<file path="config.mk">
export PLATFORM = sky130hd
export DESIGN_NAME = control_sequencer_flat
export DESIGN_NICKNAME = d
export VERILOG_FILES = /design/src/rtl/control_sequencer_if.sv /design/src/rtl/control_sequencer.sv /design/src/flat_wrapper.sv
export SDC_FILE = /design/constraint.sdc
export NUM_CORES = 1
export LEC_CHECK = 0
export CAP_MARGIN = 20
export CORE_ASPECT_RATIO = 0.7
export CORE_MARGIN = 2
export CORE_UTILIZATION = 33
export DETAILED_ROUTE_END_ITERATION = 16
export PLACE_DENSITY = 0.82
export RECOVER_POWER = 25
export SLEW_MARGIN = 30
export SYNTH_ARGS = -nofsm -noshare
export SYNTH_HDL_FRONTEND = slang
export SYNTH_SLANG_ARGS = --single-unit
</file>
<file path="constraint.sdc">
create_clock -name clk -period 3.1 [get_ports clk]
set_clock_uncertainty 0.2 [all_clocks]
set_input_delay 0.62 -clock clk [delete_from_list [all_inputs] [get_ports clk]]
set_output_delay 0.62 -clock clk [all_outputs]
set_load 0.02 [all_outputs]
</file>
<file path="src/rtl/control_sequencer_if.sv">
// Control-to-datapath strobe bundle: the sequencer drives every select and enable,
// the datapath returns its instruction register and the run request.
interface control_sequencer_if;
  logic        run;
  logic [31:0] IR;
  logic [15:0] Rin;
  logic [15:0] Rout;
  logic        PCout, MDRout, Zhighout, Zlowout, HIout, LOout;
  logic        PCin, IRin, MARin, MDRin, Yin, Zin, HIin, LOin;
  logic        read;
  logic        AND, OR, ADD, SUB, MUL, DIV, SHR, SHL, ROR, ROL, NEG, NOT, IncPC;
  logic        halted;
  logic        illegal;

  modport master (
    input  run, IR,
    output Rin, Rout,
    output PCout, MDRout, Zhighout, Zlowout, HIout, LOout,
    output PCin, IRin, MARin, MDRin, Yin, Zin, HIin, LOin,
    output read,
    output AND, OR, ADD, SUB, MUL, DIV, SHR, SHL, ROR, ROL, NEG, NOT, IncPC,
    output halted, illegal
  );

  modport slave (
    output run, IR,
    input  Rin, Rout,
    input  PCout, MDRout, Zhighout, Zlowout, HIout, LOout,
    input  PCin, IRin, MARin, MDRin, Yin, Zin, HIin, LOin,
    input  read,
    input  AND, OR, ADD, SUB, MUL, DIV, SHR, SHL, ROR, ROL, NEG, NOT, IncPC,
    input  halted, illegal
  );
endinterface

</file>
<file path="src/rtl/control_sequencer.sv">
// Hardwired Moore T-state control unit: fetch, then register-register ALU execute.
// run is a plain level request sampled only in IDLE; there is no valid/ready back-pressure.
module control_sequencer #(
  parameter int MEM_WAIT      = 0,
  parameter int MULDIV_CYCLES = 1
) (
  input  logic                clk,
  input  logic                clear,
  control_sequencer_if.master bus,
  output logic [3:0]          dbg_state
);

  typedef enum logic [3:0] {
    S_IDLE = 4'd0,
    S_T0   = 4'd1,
    S_T1   = 4'd2,
    S_W    = 4'd3,
    S_T2   = 4'd4,
    S_T3   = 4'd5,
    S_T4   = 4'd6,
    S_T5   = 4'd7,
    S_T6   = 4'd8,
    S_HALT = 4'd9
  } state_t;

  localparam int         W_LOAD_I = (MEM_WAIT > 0) ? MEM_WAIT - 1 : 0;
  localparam logic [3:0] W_LOAD   = 4'(W_LOAD_I);
  localparam logic [5:0] MD_LAST  = 6'(MULDIV_CYCLES - 1);

  state_t     state, state_n;
  logic [3:0] wait_cnt, wait_cnt_n;
  logic [5:0] md_cnt, md_cnt_n;

  logic [4:0] op;
  logic [3:0] ra, rb, rc;
  logic       is_binop, is_unary, is_muldiv, is_nop, is_halt;
  logic       do_op;
  logic       unused_ir;

  assign op        = bus.IR[31:27];
  assign ra        = bus.IR[26:23];
  assign rb        = bus.IR[22:19];
  assign rc        = bus.IR[18:15];
  assign unused_ir = ^bus.IR[14:0];
  assign dbg_state = state;

  always_comb begin
    is_binop  = 1'b0;
    is_unary  = 1'b0;
    is_muldiv = 1'b0;
    is_nop    = 1'b0;
    is_halt   = 1'b0;
    case (op)
      5'b00011, 5'b00100, 5'b00101, 5'b00110,
      5'b00111, 5'b01000, 5'b01001, 5'b01010: is_binop  = 1'b1;
      5'b01111, 5'b10000:                     is_muldiv = 1'b1;
      5'b10001, 5'b10010:                     is_unary  = 1'b1;
      5'b11010:                               is_nop    = 1'b1;
      5'b11011:                               is_halt   = 1'b1;
      default: ;
    endcase
  end

  always_ff @(posedge clk) begin
    if (clear) begin
      state    <= S_IDLE;
      wait_cnt <= 4'd0;
      md_cnt   <= 6'd0;
    end else begin
      state    <= state_n;
      wait_cnt <= wait_cnt_n;
      md_cnt   <= md_cnt_n;
    end
  end

  always_comb begin
    state_n      = state;
    wait_cnt_n   = wait_cnt;
    md_cnt_n     = md_cnt;
    do_op        = 1'b0;
    bus.Rin      = 16'h0000;
    bus.Rout     = 16'h0000;
    bus.PCout    = 1'b0;
    bus.MDRout   = 1'b0;
    bus.Zhighout = 1'b0;
    bus.Zlowout  = 1'b0;
    bus.HIout    = 1'b0;
    bus.LOout    = 1'b0;
    bus.PCin     = 1'b0;
    bus.IRin     = 1'b0;
    bus.MARin    = 1'b0;
    bus.MDRin    = 1'b0;
    bus.Yin      = 1'b0;
    bus.Zin      = 1'b0;
    bus.HIin     = 1'b0;
    bus.LOin     = 1'b0;
    bus.read     = 1'b0;
    bus.IncPC    = 1'b0;
    bus.halted   = 1'b0;
    bus.illegal  = 1'b0;

    case (state)
      S_IDLE: if (bus.run) state_n = S_T0;
      S_T0: begin
        bus.PCout = 1'b1;
        bus.MARin = 1'b1;
        bus.IncPC = 1'b1;
        bus.Zin   = 1'b1;
        state_n   = S_T1;
      end
      S_T1: begin
        bus.Zlowout = 1'b1;
        bus.PCin    = 1'b1;
        bus.read    = 1'b1;
        bus.MDRin   = 1'b1;
        if (MEM_WAIT > 0) begin
          state_n    = S_W;
          wait_cnt_n = W_LOAD;
        end else begin
          state_n = S_T2;
        end
      end
      S_W: begin
        bus.read  = 1'b1;
        bus.MDRin = 1'b1;
        if (wait_cnt == 4'd0) state_n = S_T2;
        else                  wait_cnt_n = wait_cnt - 4'd1;
      end
      S_T2: begin
        bus.MDRout = 1'b1;
        bus.IRin   = 1'b1;
        state_n    = S_T3;
      end
      S_T3: begin
        if (is_unary) begin
          bus.Rout = 16'h0001 << rb;
          do_op    = 1'b1;
          bus.Zin  = 1'b1;
          state_n  = S_T5;
        end else if (is_binop || is_muldiv) begin
          bus.Rout = 16'h0001 << rb;
          bus.Yin  = 1'b1;
          md_cnt_n = 6'd0;
          state_n  = S_T4;
        end else if (is_nop) begin
          state_n = S_T0;
        end else if (is_halt) begin
          state_n = S_HALT;
        end else begin
          bus.illegal = 1'b1;
          state_n     = S_T0;
        end
      end
      S_T4: begin
        bus.Rout = 16'h0001 << rc;
        do_op    = 1'b1;
        // Multi-cycle ops hold their strobe; the result is latched only on the final cycle.
        if (is_muldiv) begin
          if (md_cnt >= MD_LAST) begin
            bus.Zin = 1'b1;
            state_n = S_T5;
          end else begin
            md_cnt_n = md_cnt + 6'd1;
          end
        end else begin
          bus.Zin = 1'b1;
          state_n = S_T5;
        end
      end
      S_T5: begin
        bus.Zlowout = 1'b1;
        if (is_muldiv) begin
          bus.LOin = 1'b1;
          state_n  = S_T6;
        end else begin
          bus.Rin = 16'h0001 << ra;
          state_n = S_T0;
        end
      end
      S_T6: begin
        bus.Zhighout = 1'b1;
        bus.HIin     = 1'b1;
        state_n      = S_T0;
      end
      S_HALT: bus.halted = 1'b1;
      default: state_n = S_IDLE;
    endcase
  end

  always_comb begin
    bus.AND = 1'b0;
    bus.OR  = 1'b0;
    bus.ADD = 1'b0;
    bus.SUB = 1'b0;
    bus.MUL = 1'b0;
    bus.DIV = 1'b0;
    bus.SHR = 1'b0;
    bus.SHL = 1'b0;
    bus.ROR = 1'b0;
    bus.ROL = 1'b0;
    bus.NEG = 1'b0;
    bus.NOT = 1'b0;
    if (do_op) begin
      case (op)
        5'b00011: bus.ADD = 1'b1;
        5'b00100: bus.SUB = 1'b1;
        5'b00101: bus.AND = 1'b1;
        5'b00110: bus.OR  = 1'b1;
        5'b00111: bus.SHR = 1'b1;
        5'b01000: bus.SHL = 1'b1;
        5'b01001: bus.ROR = 1'b1;
        5'b01010: bus.ROL = 1'b1;
        5'b01111: bus.MUL = 1'b1;
        5'b10000: bus.DIV = 1'b1;
        5'b10001: bus.NEG = 1'b1;
        5'b10010: bus.NOT = 1'b1;
        default: ;
      endcase
    end
  end

endmodule
</file>
<file path="src/flat_wrapper.sv">
// flat-port wrapper written by rule: the top's interface ports become plain ports
module control_sequencer_flat 
#(
  parameter int MEM_WAIT      = 0,
  parameter int MULDIV_CYCLES = 1
)
  (clk, clear, dbg_state, bus_run, bus_IR, bus_Rin, bus_Rout, bus_PCout, bus_MDRout, bus_Zhighout, bus_Zlowout, bus_HIout, bus_LOout, bus_PCin, bus_IRin, bus_MARin, bus_MDRin, bus_Yin, bus_Zin, bus_HIin, bus_LOin, bus_read, bus_AND, bus_OR, bus_ADD, bus_SUB, bus_MUL, bus_DIV, bus_SHR, bus_SHL, bus_ROR, bus_ROL, bus_NEG, bus_NOT, bus_IncPC, bus_halted, bus_illegal);
  control_sequencer_if bus_i ();
  input  logic clk;
  input  logic clear;
  output logic [3:0] dbg_state;
  input wire logic [$bits(bus_i.run)-1:0] bus_run;
  input wire logic [$bits(bus_i.IR)-1:0] bus_IR;
  output wire logic [$bits(bus_i.Rin)-1:0] bus_Rin;
  output wire logic [$bits(bus_i.Rout)-1:0] bus_Rout;
  output wire logic [$bits(bus_i.PCout)-1:0] bus_PCout;
  output wire logic [$bits(bus_i.MDRout)-1:0] bus_MDRout;
  output wire logic [$bits(bus_i.Zhighout)-1:0] bus_Zhighout;
  output wire logic [$bits(bus_i.Zlowout)-1:0] bus_Zlowout;
  output wire logic [$bits(bus_i.HIout)-1:0] bus_HIout;
  output wire logic [$bits(bus_i.LOout)-1:0] bus_LOout;
  output wire logic [$bits(bus_i.PCin)-1:0] bus_PCin;
  output wire logic [$bits(bus_i.IRin)-1:0] bus_IRin;
  output wire logic [$bits(bus_i.MARin)-1:0] bus_MARin;
  output wire logic [$bits(bus_i.MDRin)-1:0] bus_MDRin;
  output wire logic [$bits(bus_i.Yin)-1:0] bus_Yin;
  output wire logic [$bits(bus_i.Zin)-1:0] bus_Zin;
  output wire logic [$bits(bus_i.HIin)-1:0] bus_HIin;
  output wire logic [$bits(bus_i.LOin)-1:0] bus_LOin;
  output wire logic [$bits(bus_i.read)-1:0] bus_read;
  output wire logic [$bits(bus_i.AND)-1:0] bus_AND;
  output wire logic [$bits(bus_i.OR)-1:0] bus_OR;
  output wire logic [$bits(bus_i.ADD)-1:0] bus_ADD;
  output wire logic [$bits(bus_i.SUB)-1:0] bus_SUB;
  output wire logic [$bits(bus_i.MUL)-1:0] bus_MUL;
  output wire logic [$bits(bus_i.DIV)-1:0] bus_DIV;
  output wire logic [$bits(bus_i.SHR)-1:0] bus_SHR;
  output wire logic [$bits(bus_i.SHL)-1:0] bus_SHL;
  output wire logic [$bits(bus_i.ROR)-1:0] bus_ROR;
  output wire logic [$bits(bus_i.ROL)-1:0] bus_ROL;
  output wire logic [$bits(bus_i.NEG)-1:0] bus_NEG;
  output wire logic [$bits(bus_i.NOT)-1:0] bus_NOT;
  output wire logic [$bits(bus_i.IncPC)-1:0] bus_IncPC;
  output wire logic [$bits(bus_i.halted)-1:0] bus_halted;
  output wire logic [$bits(bus_i.illegal)-1:0] bus_illegal;
  assign bus_i.run = bus_run;
  assign bus_i.IR = bus_IR;
  assign bus_Rin = bus_i.Rin;
  assign bus_Rout = bus_i.Rout;
  assign bus_PCout = bus_i.PCout;
  assign bus_MDRout = bus_i.MDRout;
  assign bus_Zhighout = bus_i.Zhighout;
  assign bus_Zlowout = bus_i.Zlowout;
  assign bus_HIout = bus_i.HIout;
  assign bus_LOout = bus_i.LOout;
  assign bus_PCin = bus_i.PCin;
  assign bus_IRin = bus_i.IRin;
  assign bus_MARin = bus_i.MARin;
  assign bus_MDRin = bus_i.MDRin;
  assign bus_Yin = bus_i.Yin;
  assign bus_Zin = bus_i.Zin;
  assign bus_HIin = bus_i.HIin;
  assign bus_LOin = bus_i.LOin;
  assign bus_read = bus_i.read;
  assign bus_AND = bus_i.AND;
  assign bus_OR = bus_i.OR;
  assign bus_ADD = bus_i.ADD;
  assign bus_SUB = bus_i.SUB;
  assign bus_MUL = bus_i.MUL;
  assign bus_DIV = bus_i.DIV;
  assign bus_SHR = bus_i.SHR;
  assign bus_SHL = bus_i.SHL;
  assign bus_ROR = bus_i.ROR;
  assign bus_ROL = bus_i.ROL;
  assign bus_NEG = bus_i.NEG;
  assign bus_NOT = bus_i.NOT;
  assign bus_IncPC = bus_i.IncPC;
  assign bus_halted = bus_i.halted;
  assign bus_illegal = bus_i.illegal;
  control_sequencer #(.MEM_WAIT(MEM_WAIT), .MULDIV_CYCLES(MULDIV_CYCLES)) u_core (.clk(clk), .clear(clear), .bus(bus_i), .dbg_state(dbg_state));
endmodule
</file>
## Word-level counts from Yosys, hierarchy flattened

Index checks and enable logic that the tools add are counted.

| storage, ports and cells | value |
|---|---|
| output and inout port bits | 66 |
| register bits after elaboration | 14 |
| input bits | 35 |

| cells by class | value |
|---|---|
| $add $sub $neg | 2 |
| reductions and logical operators | 12 |
| $lt $le $gt $ge | 1 |
| equality and inequality tests | 30 |
| multiplexer cells | 71 |
| shift operators | 3 |
| bitwise logic cells | 2 |

Operator list:

| operator | count |
|---|---|
| 2-to-1 mux 16 bit | 4 |
| 2-to-1 mux 1 bit | 49 |
| left shift 1 x 4 -> 16 bit, first input constant | 3 |
| one-hot mux 4 bit (10 select lines) | 1 |
| 2-to-1 mux 4 bit | 9 |
| one-hot mux 16 bit (2 select lines) | 1 |
| equality test 5 bit, second input constant | 5 |
| 2-to-1 mux 6 bit | 4 |
| equality test 5 x 3 -> 1 bit, second input constant | 4 |
| equality test 5 x 4 -> 1 bit, second input constant | 4 |
| equality test 4 x 3 -> 1 bit, second input constant | 4 |
| one-hot mux 6 bit (2 select lines) | 1 |
| equality test 4 x 2 -> 1 bit, second input constant | 2 |
| equality test 4 bit, second input constant | 2 |
| zero test 4 bit | 2 |
| OR reduction 2 bit | 4 |
| OR reduction 8 bit | 1 |
| adder 6 x 1 -> 6 bit, second input constant | 1 |
| greater-or-equal comparator 6 x 1 -> 1 bit, second input constant | 1 |
| != test 2 x 1 -> 1 bit, second input constant | 3 |
| != test 2 bit, second input constant | 3 |
| equality test 5 x 2 -> 1 bit, second input constant | 1 |
| AND reduction 5 bit | 1 |
| equality test 4 x 1 -> 1 bit, second input constant | 1 |
| 9 further kinds | 10 |

## Depth between registers and ports, before layout

| depth | value |
|---|---|
| depth in word-level cells | 7 |
| gate-level depth with buffers | 7 |

## Worst setup path after synthesis

No wires, ideal clock.

| path | value |
|---|---|
| kind | input-to-output |
| from | input port bus_IR[27] |
| to | output port bus_Rout[1] |
| setup slack | -120 ps |
| data required time | 2280 ps |
| data arrival time | 2400 ps |
| stages | 5 |
| path buffers | 1 |
| cells stage by stage | buf_2 -> and4b_1 -> a2111oi_4 -> o21ai_4 -> o41ai_1 |

| on the way | value |
|---|---|
| longest elaborated chain between the ends | 7 |
| elaborated cells on any way between the ends | 22 |
| classes of those cells | eq/ne: 12; mux: 6; reduce/logical: 4 |

RTL lines:

| element | RTL line | RTL |
|---|---|---|
| start, declared | flat_wrapper.sv:13 | `input wire logic [$bits(bus_i.IR)-1:0] bus_IR;` |
| equality test 5 x 3 -> 1 bit, or another cell as far along | control_sequencer.sv:53 | `case (op)` |
| OR reduction 8 bit / OR reduction 2 bit (equally long branches) | control_sequencer.sv:53 |  |
| 2-to-1 mux 1 bit | control_sequencer.sv:53 |  |
| logical OR 1 bit | control_sequencer.sv:140 | `end else if (is_binop \|\| is_muldiv) begin` |
| 2-to-1 mux 16 bit | control_sequencer.sv:140 |  |
| 2-to-1 mux 16 bit (*) | control_sequencer.sv:135 | `if (is_unary) begin` |
| one-hot mux 16 bit (2 select lines) (*) | control_sequencer.sv:102 | `case (state)` |
| end, declared | flat_wrapper.sv:15 | `output wire logic [$bits(bus_i.Rout)-1:0] bus_Rout;` |

Every way passes the cells marked *; elsewhere a longest branch is shown, timed or not.

## Final worst setup path

| path | value |
|---|---|
| from | input port bus_IR[29] |
| to | output port bus_Rout[1] |

The elaborated chain is that of the path after synthesis.

==> flow_summary.yaml <==
global_routing:
  grtUsageMet3: 0.0425
  global_route_wire_length_before_repair_um: 8090
  grt_overflow: 0
  grt_start_max_net_pins: 12
  antenna_violations_before_repair: 0
  via_count_of_the_first_global_routing_pass: 1697
  grtUsageTotal: 0.231
  grtUsageMet1: 0.320
  grtUsageMet2: 0.366
  grt_most_used_layer: "met2"
job:
  cap_viol_max_count: 0
place:
  place.detailed.instances: 344
  gpl.final_weighted_congestion: 0.956
  hpwl_um: 3970
  port-buffer-count: 83
critical_path:
  crit_start: "bus_IR[29]"
  worst_setup_path_category: "primary input to primary output"
  r2r_setup_slack_ns: 0.92
  cp_data_arrival_time_ns: 2.24
  worstSetupEndpointType: "primary output"
  critical_path.startpoint_type: "primary input"
  path_max_fanout: 7
  crit_end: "bus_Rout[1]"
  r2r-end: "u_core.wait_cnt[1]"
  critPathRequiredTime_ns: 2.28
  timing.reg2reg.worst_path_depth: 5
  crit-reg2reg-launch: "u_core.dbg_state[1]"
die:
  coreArea_um2: 3560
  chipHeight_um: 55.3
  boundaryPins: 101
  die_area_um2: 4270
  die_width_um: 77.2
  starting_utilization_of_the_core_area: 0.348
  floorplan.rows: 18
drt:
  route.detailed.wl_per_inst_um: 14.6
  wirelength_um: 5120
  detailroute.via_count: 1847
  drt-pass1-iter-count: 4
  antenna_violating_nets_remaining: 0
  drt_iter0_drc: 93
  vias_per_cell: 5.26
  post-route-drc-count: 0
power_and_ir_drop:
  irDropWorstVdd_mv: 0.176
  report.power.total_mw: 0.540
  p_per_area_nw_per_um2: 231
  leakage_nw: 1.02
cts:
  root_buffer: "sky130_fd_sc_hd__clkbuf_8"
  htree_num_levels: 1
  clk_path_buf_depth: 2
  clk_pin_slew_worst_paths_ns: 0.04
  cts.sink_count: 8
  cts_buffer_count: 3
  cts_tree: "yes"
  clkLatencyLatePin_ns: 0.24
logic_synthesis:
  synth.ff_latch_count: 8
  yosys-top-cells-area: "sky130_fd_sc_hd__dfxtp_1 13%, sky130_fd_sc_hd__nor2_1 8.8%, sky130_fd_sc_hd__o31ai_1 7.3%"
  synth_enable_flop_cells: 0
  post-synth-top-area-cell: "sky130_fd_sc_hd__dfxtp_1"
  netlist_top_cells_count: "29 x sky130_fd_sc_hd__nor2_1, 19 x sky130_fd_sc_hd__nand2_1, 17 x sky130_fd_sc_hd__nor3_1"
  postSynthCellCount: 184
  synthArstFlopShare: 0
  yosysWarningCount: 0
  netlist.area_leader.share: 0.129
  syn_area_per_cell_um2: 6.73
  leading_register_cell_type_out_of_synthesis: "sky130_fd_sc_hd__dfxtp_1"
  post-synth-top-count-cell: "sky130_fd_sc_hd__nor2_1"
  syn-cell-area_um2: 1240
  synth.distinct_cells: 46
  synth-seq-area-share: 0.129
hold_path:
  worst_hold_startpoint: "u_core.wait_cnt[1]"
  hold_path.class: "flip-flop to flip-flop"
timing:
  worst_slew_pin_slew_ns: 0.601
  final.min_clock_period_ns: 3.06
  rsz0062_at_grt: "true"
  min_period_over_period: 0.988
  hold_ws_ns: 0.317
  fmax_mhz: 326
  timing_max_transition_violations_final: 0
  setup_viols_final: 0
  max_slew_margin: 0.599
  final_hold_viol_count: 0
  setup_tns_ns: 0
status:
  outcome: "completed"
layout:
  drive_above_1_share: 0.362
  layout.cells.non_filler: 351
  fillCellCount: 340
  seqCellArea_um2: 160
  area_of_combinational_cells_with_multiple_inputs_um2: 1060
  antenna_cells: 0
  flow.area_growth_from_synthesis_pct: 88.9
  num-nets-final: 339
[layer usage]
layer  routed length [um]  share of wire
met1                 2320           0.45
met4                   81          0.016
met3                  394          0.077
met5                    0              0
met2                 2330           0.45
[cell families after synthesis]
logic type	synth area share
XOR/XNOR	0.0283
other	0.00303
buffers and inverters	0.0949
AND/OR/NAND/NOR	0.497
AO/OA/AOI/OAI	0.237
adder cells (fa/ha/maj)	0.0101
flip-flops	0.129
[worst max-delay path: stages]
cell	delay [ns]
sky130_fd_sc_hd__buf_4	0.12
sky130_fd_sc_hd__and4b_2	0.25
sky130_fd_sc_hd__a2111oi_4	0.41
sky130_fd_sc_hd__o21ai_4	0.16
sky130_fd_sc_hd__buf_6	0.16
sky130_fd_sc_hd__o41ai_2	0.31
sky130_fd_sc_hd__buf_4	0.20
[through the flow]
step | area (um^2) | worst slack (ns) | util
after CTS | 2370 | 0.000147 | 0.667
after global routing | 2340 | -0.0284 | 0.658
after global placement | 2380 | -0.819 | 0.670
final | 2340 | 0.0361 | 0.658
after floorplan | 1280 | -0.120 | -
after detailed placement | 2380 | -0.974 | 0.670
[report_power, final]
part | switching (mW) | total, mW | internal [mW] | leakage [nW]
clock network | 0.0486 | 0.133 | 0.0848 | 0.0216
registers | 0.00720 | 0.117 | 0.110 | 0.0649
logic | 0.150 | 0.290 | 0.139 | 0.934
[registers in the layout, summed over array words and instances, names as in the netlist]
name,cells
u_core.dbg_state,4
u_core.wait_cnt,4
[worst min-delay path by stage]
stage / to / slack [ns] / cells after the start
CTS: u_core.wait_cnt[1] / 0.32 / 2
global placement: u_core.wait_cnt[3] / 0.29 / 2
detailed placement: u_core.wait_cnt[3] / 0.31 / 2
global route: u_core.wait_cnt[3] / 0.37 / 2
finish: u_core.wait_cnt[1] / 0.32 / 2
floorplan: u_core.wait_cnt[3] / 0.27 / 2
[layout by cell type (no fill, tap or decap), types with 3 or more instances in the layout]
cell type	instances
sky130_fd_sc_hd__o31ai_1	4
sky130_fd_sc_hd__clkbuf_2	13
sky130_fd_sc_hd__buf_2	19
sky130_fd_sc_hd__nor3b_1	3
sky130_fd_sc_hd__nand3b_1	4
sky130_fd_sc_hd__xor2_1	3
sky130_fd_sc_hd__nand3_1	5
sky130_fd_sc_hd__nor3_1	16
sky130_fd_sc_hd__nor2_1	29
sky130_fd_sc_hd__clkbuf_8	3
sky130_fd_sc_hd__dlygate4sd2_1	7
sky130_fd_sc_hd__nand2b_1	12
sky130_fd_sc_hd__and3_1	4
sky130_fd_sc_hd__clkdlybuf4s50_1	36
sky130_fd_sc_hd__buf_6	3
sky130_fd_sc_hd__nand2_1	19
sky130_fd_sc_hd__buf_4	47
sky130_fd_sc_hd__o21ai_0	4
sky130_fd_sc_hd__dfxtp_1	8
sky130_fd_sc_hd__o31ai_2	8
sky130_fd_sc_hd__inv_1	3
sky130_fd_sc_hd__a21oi_1	3
[layout make-up]
class                   count  share of cell area
multi-input cells         158               0.453
repair buffers            129               0.429
flip-flops and latches      8              0.0684
well taps                  50              0.0267
clock buffers               3              0.0176
inverters                   3             0.00481
[timing repair]
item / in CTS / in global routing
endpoints found under the setup margin: 48 / 42
endpoints found under the hold margin: 0 / 0
gates resized for setup: 138 / 51
pin swaps: 3 / 4
setup buffers: 3 / 1
hold buffers: 0 / 0
No activity file was read; power rests on OpenSTA's default activity.
